<file path="config.mk">
export PLATFORM = sky130hd
export DESIGN_NAME = mem_port_arb_flat
export DESIGN_NICKNAME = d
export VERILOG_FILES = /design/src/rtl/mem_port_arb_pkg.sv /design/src/rtl/mem_port_arb_if.sv /design/src/rtl/mem_port_arb.sv /design/src/flat_wrapper.sv
export SDC_FILE = /design/constraint.sdc
export NUM_CORES = 1
export LEC_CHECK = 0
export BUFFER_PORTS_ARGS = -buffer_cell sky130_fd_sc_hd__buf_4
export CAP_MARGIN = 10
export CORE_MARGIN = 4
export CORE_UTILIZATION = 45
export DETAILED_ROUTE_END_ITERATION = 12
export GPL_TIMING_DRIVEN = 0
export PLACE_DENSITY = 0.76
export SLEW_MARGIN = 15
export SYNTH_ARGS = -nofsm -noshare
export SYNTH_HDL_FRONTEND = slang
export SYNTH_SLANG_ARGS = --single-unit
export TNS_END_PERCENT = 100
</file>
<file path="constraint.sdc">
create_clock -name clk -period 1.74 [get_ports clk]
set_clock_uncertainty 0.05 [all_clocks]
set_input_delay 0.348 -clock clk [delete_from_list [all_inputs] [get_ports clk]]
set_output_delay 0.348 -clock clk [all_outputs]
set_load 0.05 [all_outputs]
</file>
<file path="src/rtl/mem_port_arb_pkg.sv">
// Shared CPU memory-port definitions: arbiter state encoding, store-size codes
// and the default RAM read latency.
package mem_port_arb_pkg;

  typedef enum logic [1:0] {
    IDLE     = 2'd0,
    BUSY_IF  = 2'd1,
    BUSY_MEM = 2'd2
  } arb_state_t;

  localparam logic [1:0] WE_NONE = 2'b00;
  localparam logic [1:0] WE_BYTE = 2'b01;
  localparam logic [1:0] WE_HALF = 2'b10;
  localparam logic [1:0] WE_WORD = 2'b11;

  localparam int RAM_LAT_DEFAULT = 1;
  localparam int LAT_W           = 3;

endpackage

</file>
<file path="src/rtl/mem_port_arb_if.sv">
// Bundle of the fetch port, data port and single-port RAM signals around the
// memory arbiter; master is the CPU/RAM side, slave is the arbiter.
interface mem_port_arb_if;

  logic        if_req;
  logic [31:0] if_addr;
  logic        if_ready;
  logic [31:0] if_inst;

  logic        mem_req;
  logic [31:0] mem_addr;
  logic [1:0]  mem_we;
  logic [2:0]  mem_rsel;
  logic [31:0] mem_wdata;
  logic        mem_ready;
  logic [31:0] mem_rdata;

  logic        flush;
  logic        stall;

  logic        ram_en;
  logic [31:0] ram_addr;
  logic [1:0]  ram_we;
  logic [2:0]  ram_rsel;
  logic [31:0] ram_wdata;
  logic [31:0] ram_rdata;

  modport master (
    output if_req, if_addr, mem_req, mem_addr, mem_we, mem_rsel, mem_wdata,
    output flush, ram_rdata,
    input  if_ready, if_inst, mem_ready, mem_rdata, stall,
    input  ram_en, ram_addr, ram_we, ram_rsel, ram_wdata
  );

  modport slave (
    input  if_req, if_addr, mem_req, mem_addr, mem_we, mem_rsel, mem_wdata,
    input  flush, ram_rdata,
    output if_ready, if_inst, mem_ready, mem_rdata, stall,
    output ram_en, ram_addr, ram_we, ram_rsel, ram_wdata
  );

endinterface

</file>
<file path="src/rtl/mem_port_arb.sv">
// Arbitrates one single-port RAM between instruction fetch and data access;
// data wins in IDLE, each access holds the port for RAM_LAT cycles.
module mem_port_arb
  import mem_port_arb_pkg::*;
#(
  parameter int RAM_LAT = RAM_LAT_DEFAULT
) (
  input  logic         clk,
  input  logic         rst,
  mem_port_arb_if.slave bus
);

  localparam logic [LAT_W-1:0] LAT_INIT = LAT_W'(RAM_LAT);
  localparam logic [LAT_W-1:0] LAT_LAST = LAT_W'(1);

  arb_state_t       state;
  logic [LAT_W-1:0] cnt;
  logic             flushed;
  logic             store_q;

  logic        ram_en_q;
  logic [31:0] ram_addr_q;
  logic [1:0]  ram_we_q;
  logic [2:0]  ram_rsel_q;
  logic [31:0] ram_wdata_q;
  logic        if_ready_q;
  logic [31:0] if_inst_q;
  logic        mem_ready_q;
  logic [31:0] mem_rdata_q;

  // A flush seen in any cycle of a fetch, sticky or on the final cycle, kills its ready.
  always_ff @(posedge clk) begin
    if (rst) begin
      state       <= IDLE;
      cnt         <= '0;
      flushed     <= 1'b0;
      store_q     <= 1'b0;
      ram_en_q    <= 1'b0;
      ram_addr_q  <= '0;
      ram_we_q    <= WE_NONE;
      ram_rsel_q  <= '0;
      ram_wdata_q <= '0;
      if_ready_q  <= 1'b0;
      if_inst_q   <= '0;
      mem_ready_q <= 1'b0;
      mem_rdata_q <= '0;
    end else begin
      ram_en_q    <= 1'b0;
      ram_we_q    <= WE_NONE;
      if_ready_q  <= 1'b0;
      mem_ready_q <= 1'b0;
      case (state)
        IDLE: begin
          if (bus.mem_req) begin
            state       <= BUSY_MEM;
            cnt         <= LAT_INIT;
            ram_en_q    <= 1'b1;
            ram_addr_q  <= bus.mem_addr;
            ram_we_q    <= bus.mem_we;
            ram_rsel_q  <= bus.mem_rsel;
            ram_wdata_q <= bus.mem_wdata;
            store_q     <= (bus.mem_we != WE_NONE);
          end else if (bus.if_req && !bus.flush) begin
            state       <= BUSY_IF;
            cnt         <= LAT_INIT;
            ram_en_q    <= 1'b1;
            ram_addr_q  <= bus.if_addr;
            ram_rsel_q  <= '0;
            ram_wdata_q <= '0;
            flushed     <= 1'b0;
          end
        end
        BUSY_IF: begin
          if (cnt == LAT_LAST) begin
            state <= IDLE;
            cnt   <= '0;
            if (!(flushed || bus.flush)) begin
              if_ready_q <= 1'b1;
              if_inst_q  <= bus.ram_rdata;
            end
          end else begin
            cnt     <= cnt - 1'b1;
            flushed <= flushed | bus.flush;
          end
        end
        BUSY_MEM: begin
          if (cnt == LAT_LAST) begin
            state       <= IDLE;
            cnt         <= '0;
            mem_ready_q <= 1'b1;
            mem_rdata_q <= store_q ? 32'h0 : bus.ram_rdata;
          end else begin
            cnt <= cnt - 1'b1;
          end
        end
        default: state <= IDLE;
      endcase
    end
  end

  assign bus.ram_en    = ram_en_q;
  assign bus.ram_addr  = ram_addr_q;
  assign bus.ram_we    = ram_we_q;
  assign bus.ram_rsel  = ram_rsel_q;
  assign bus.ram_wdata = ram_wdata_q;
  assign bus.if_ready  = if_ready_q;
  assign bus.if_inst   = if_inst_q;
  assign bus.mem_ready = mem_ready_q;
  assign bus.mem_rdata = mem_rdata_q;
  assign bus.stall     = (bus.if_req & ~if_ready_q) | (bus.mem_req & ~mem_ready_q);

endmodule

</file>
<file path="src/flat_wrapper.sv">
// flat-port wrapper written by rule: the top's interface ports become plain ports
module mem_port_arb_flat import mem_port_arb_pkg::*;
#(
  parameter int RAM_LAT = RAM_LAT_DEFAULT
)
  (clk, rst, bus_if_req, bus_if_addr, bus_mem_req, bus_mem_addr, bus_mem_we, bus_mem_rsel, bus_mem_wdata, bus_flush, bus_ram_rdata, bus_if_ready, bus_if_inst, bus_mem_ready, bus_mem_rdata, bus_stall, bus_ram_en, bus_ram_addr, bus_ram_we, bus_ram_rsel, bus_ram_wdata);
  mem_port_arb_if bus_i ();
  input  logic clk;
  input  logic rst;
  input wire logic [$bits(bus_i.if_req)-1:0] bus_if_req;
  input wire logic [$bits(bus_i.if_addr)-1:0] bus_if_addr;
  input wire logic [$bits(bus_i.mem_req)-1:0] bus_mem_req;
  input wire logic [$bits(bus_i.mem_addr)-1:0] bus_mem_addr;
  input wire logic [$bits(bus_i.mem_we)-1:0] bus_mem_we;
  input wire logic [$bits(bus_i.mem_rsel)-1:0] bus_mem_rsel;
  input wire logic [$bits(bus_i.mem_wdata)-1:0] bus_mem_wdata;
  input wire logic [$bits(bus_i.flush)-1:0] bus_flush;
  input wire logic [$bits(bus_i.ram_rdata)-1:0] bus_ram_rdata;
  output wire logic [$bits(bus_i.if_ready)-1:0] bus_if_ready;
  output wire logic [$bits(bus_i.if_inst)-1:0] bus_if_inst;
  output wire logic [$bits(bus_i.mem_ready)-1:0] bus_mem_ready;
  output wire logic [$bits(bus_i.mem_rdata)-1:0] bus_mem_rdata;
  output wire logic [$bits(bus_i.stall)-1:0] bus_stall;
  output wire logic [$bits(bus_i.ram_en)-1:0] bus_ram_en;
  output wire logic [$bits(bus_i.ram_addr)-1:0] bus_ram_addr;
  output wire logic [$bits(bus_i.ram_we)-1:0] bus_ram_we;
  output wire logic [$bits(bus_i.ram_rsel)-1:0] bus_ram_rsel;
  output wire logic [$bits(bus_i.ram_wdata)-1:0] bus_ram_wdata;
  assign bus_i.if_req = bus_if_req;
  assign bus_i.if_addr = bus_if_addr;
  assign bus_i.mem_req = bus_mem_req;
  assign bus_i.mem_addr = bus_mem_addr;
  assign bus_i.mem_we = bus_mem_we;
  assign bus_i.mem_rsel = bus_mem_rsel;
  assign bus_i.mem_wdata = bus_mem_wdata;
  assign bus_i.flush = bus_flush;
  assign bus_i.ram_rdata = bus_ram_rdata;
  assign bus_if_ready = bus_i.if_ready;
  assign bus_if_inst = bus_i.if_inst;
  assign bus_mem_ready = bus_i.mem_ready;
  assign bus_mem_rdata = bus_i.mem_rdata;
  assign bus_stall = bus_i.stall;
  assign bus_ram_en = bus_i.ram_en;
  assign bus_ram_addr = bus_i.ram_addr;
  assign bus_ram_we = bus_i.ram_we;
  assign bus_ram_rsel = bus_i.ram_rsel;
  assign bus_ram_wdata = bus_i.ram_wdata;
  mem_port_arb #(.RAM_LAT(RAM_LAT)) u_core (.clk(clk), .rst(rst), .bus(bus_i));
endmodule
</file>
==> impl_metrics.ini <==
[status]
outcome = finished clean

[sta]
setup_slack_ns = 0.105
max_freq_ghz = 0.612
layout_min_cycle_time_ns = 1.64
setup_viol = 0
finalHoldViolations = 0
tightest_slew_ns = 0.688
finalCritPeriodShare_pct = 94.0
relSlewSlack_pct = 54.2
slew_violations = 0

[synth]
synth_seq_cells = 143
syn_area_mm2 = 0.00534
yosysUniqueCellTypes = 35
synth_nets = 661
syn_avg_cell_area_um2 = 10.3
ys.warnings.count = 0
synth.yosys.seq_area_share_pct = 53.6
syn_inst = 516

[route]
ant_nets = 0
wl_um = 16500
drcViolationCount = 0
drtIter0Drc = 291
viasPerCell = 5.13
wl_per_cell_um = 17.1
drtPass1Iterations = 5
vias = 4946

[global_routing]
overflow = 0
grt_pass1_vias = 4774
grt_max_degree = 17
antenna_found_initial = 0
grt_use_total_pct = 22.9
grt_first_pass_wirelength_um = 24100

[place]
io_buffers = 272
routabilityCongestion = 0.842
dp_hpwl_um = 12500
place_inst = 931
place_ws_ns = -0.110

[worst_hold_path]
hold_class = in -> reg
whs_path_depth = 2

[clock_tree]
clock_tree.buffer_depth = 2
post_cts_buffers = 0
ctsRootBufferMaster = clkbuf_16
numCtsBuffers = 17
tritoncts = done
cts_htree_levels = 4
clk_pin_slew_ns = 0.06
clk_latency_ns = 0.41
cts.sinks = 143

[finish]
final_cell_mix = buf_4 (276), dfxtp_1 (142), nand2_1 (70)
layout_commonest_cell = buf_4
drive_gt1_share_pct = 46.5
final_nets = 953
synthToLayoutAreaGrowth_pct = 54.6
stdcell_count = 964
antenna_cells = 0

[die]
num_rows = 39
dieArea_mm2 = 0.0137
initial_utilization_pct = 46.4
die-height_um = 117
die_x_um = 117
num_io_pins = 275
core_mm2 = 0.0115

[power_and_ir_drop]
switchingPower_mw = 3.00
p_leak_nw = 3.80
combPwrFrac_pct = 24.5
p_clk_share_pct = 37.2
p_int_mw = 6.57
powerDensity_mw_per_mm2 = 1160
p_sw_share_pct = 31.3
sequentialPowerShare_pct = 38.3
peakVddDrop_v = 0.000731

[flow_run]
maxCapViolations = 0

[critical_path]
reg2regPathDepth = 7
cp-start-kind = flop
required_ns = 1.96
cp_slowest_stage_delay_ns = 0.31
crit_type = reg -> reg
path_cells = inv_1 -> ha_2 -> nor2b_4 -> nand3_2 -> clkbuf_2 -> nand2_1 -> a21oi_2
worst-path-max-fanout = 10
critPathSlowestCell = dfxtp_1
critical_path_arrival_ns = 1.86
end_kind = flop
==> state kept, by name, indices dropped and copies added, names as in the netlist, 2 cells and up <==
name and count:
u_core.bus.ram_we 2, u_core.bus.if_inst 32, u_core.bus.mem_rdata 32, u_core.bus.ram_rsel 3, u_core.cnt 3, u_core.bus.ram_addr 32, u_core.state 2, u_core.bus.ram_wdata 32
==> synth_stat cells <==
library cell / number / area (um2)
nor3_1: 3 / 15.0
o21ai_0: 2 / 10.0
buf_4: 7 / 52.6
ha_1: 7 / 87.6
clkbuf_1: 5 / 18.8
nor4b_1: 1 / 8.76
o21ai_2: 1 / 8.76
nor2_2: 2 / 12.5
a211oi_2: 28 / 350
a21oi_1: 36 / 180
and2_1: 2 / 12.5
inv_1: 8 / 30.0
and3_1: 1 / 6.26
buf_2: 18 / 90.1
o21bai_2: 1 / 11.3
nor2b_1: 2 / 12.5
buf_6: 4 / 45.0
buf_1: 5 / 18.8
nor3_2: 1 / 10.0
a22o_1: 58 / 508
o32ai_1: 1 / 8.76
a21oi_2: 1 / 8.76
a211oi_1: 8 / 60.1
inv_2: 1 / 3.75
o22ai_1: 1 / 6.26
a22oi_1: 9 / 67.6
a21o_1: 1 / 7.51
a41oi_1: 1 / 8.76
nor2b_2: 1 / 8.76
nand2_1: 70 / 263
nand3_1: 1 / 5.00
nand2b_1: 4 / 25.0
dfxtp_1: 143 / 2860
nor2_1: 49 / 184
mux2i_1: 33 / 330
==> layer usage <==
metal | wire [um] | global-route usage [%]
met1 | 6700 | 27.4
met2 | 8140 | 38.9
met3 | 1200 | 5.24
met4 | 429 | 10.7
met5 | 0 | 0
==> worst max-delay path: cells and delay by family (launching register included) <==
family | cells | cell delay [ns]
AOI/OAI and AO/OA | 1 | 0.07
adders and majority gates | 1 | 0.20
buffers and inverters | 2 | 0.34
DFF | 1 | 0.31
and+or+nand+nor | 3 | 0.53
==> through the flow <==
| stage | total power, mW | util [%] | hold WS, ns | instance area (um2) | setup TNS [ns] |
|---|---|---|---|---|---|
| final | 9.56 | 71.7 | 0.0985 | 8250 | 0 |
| after CTS | 9.61 | 71.2 | 0.0814 | 8200 | 0 |
| after global routing | 9.92 | 71.7 | 0.0851 | 8250 | -0.00518 |
| after detailed placement | 6.02 | 65.6 | 0.400 | 7560 | -4.49 |
| after global placement | 5.97 | 65.6 | 0.394 | 7560 | -0.679 |
| after floorplan | 5.21 | - | 0.414 | 5340 | 0 |
==> layout make-up <==
| class | instances | area, um2 |
|---|---|---|
| buffer | 39 | 256 |
| clock buffer | 20 | 457 |
| clock inverter | 12 | 134 |
| fill | 834 | 3260 |
| inverter | 9 | 33.8 |
| multi-input combinational | 325 | 2280 |
| sequential | 143 | 2860 |
| tap | 143 | 179 |
| timing repair buffer | 273 | 2050 |
==> cells by family (layout without fill, tap and decap cells) <==
| family | Yosys count | after routing | synth area share (%) |
|---|---|---|---|
| buffers and inverters | 48 | 353 | 4.85 |
| and+or+nand+nor | 137 | 137 | 10.5 |
| adders and majority gates | 7 | 7 | 1.64 |
| DFF | 143 | 143 | 53.6 |
| AOI/OAI and AO/OA | 148 | 148 | 23.2 |
| muxes | 33 | 33 | 6.19 |
==> power groups by stage <==
| stage | clock [mW] | sequential (mW) | combinational, mW |
|---|---|---|---|
| final | 3.56 | 3.66 | 2.34 |
| after global routing | 3.75 | 3.68 | 2.48 |
| after CTS | 3.61 | 3.66 | 2.34 |
| after detailed placement | 0 | 3.72 | 2.30 |
| after global placement | 0 | 3.71 | 2.26 |
| after floorplan | 0 | 4.47 | 0.734 |
==> what timing repair did <==
action | 4_1_cts | 5_1_grt
gates resized for setup | 11 | 17
pin swaps | 0 | 1
setup endpoints to repair | 113 | 111
gates cloned | 0 | 1
hold buffers | 0 | 0
==> path summary, 6_finish.rpt <==
path | end | slack (ns) | start
worst min-delay path | u_core.bus.ram_we[0] | 0.1 | bus_mem_we[0]
worst min register to register | u_core.bus.if_inst[4] | 0.41 | u_core.bus.if_inst[4]
worst max register to register | u_core.bus.if_inst[17] | 0.10 | u_core.cnt[1]
worst max-delay path | u_core.bus.if_inst[17] | 0.10 | u_core.cnt[1]
Note: power is estimated with default switching activity, not from simulation.
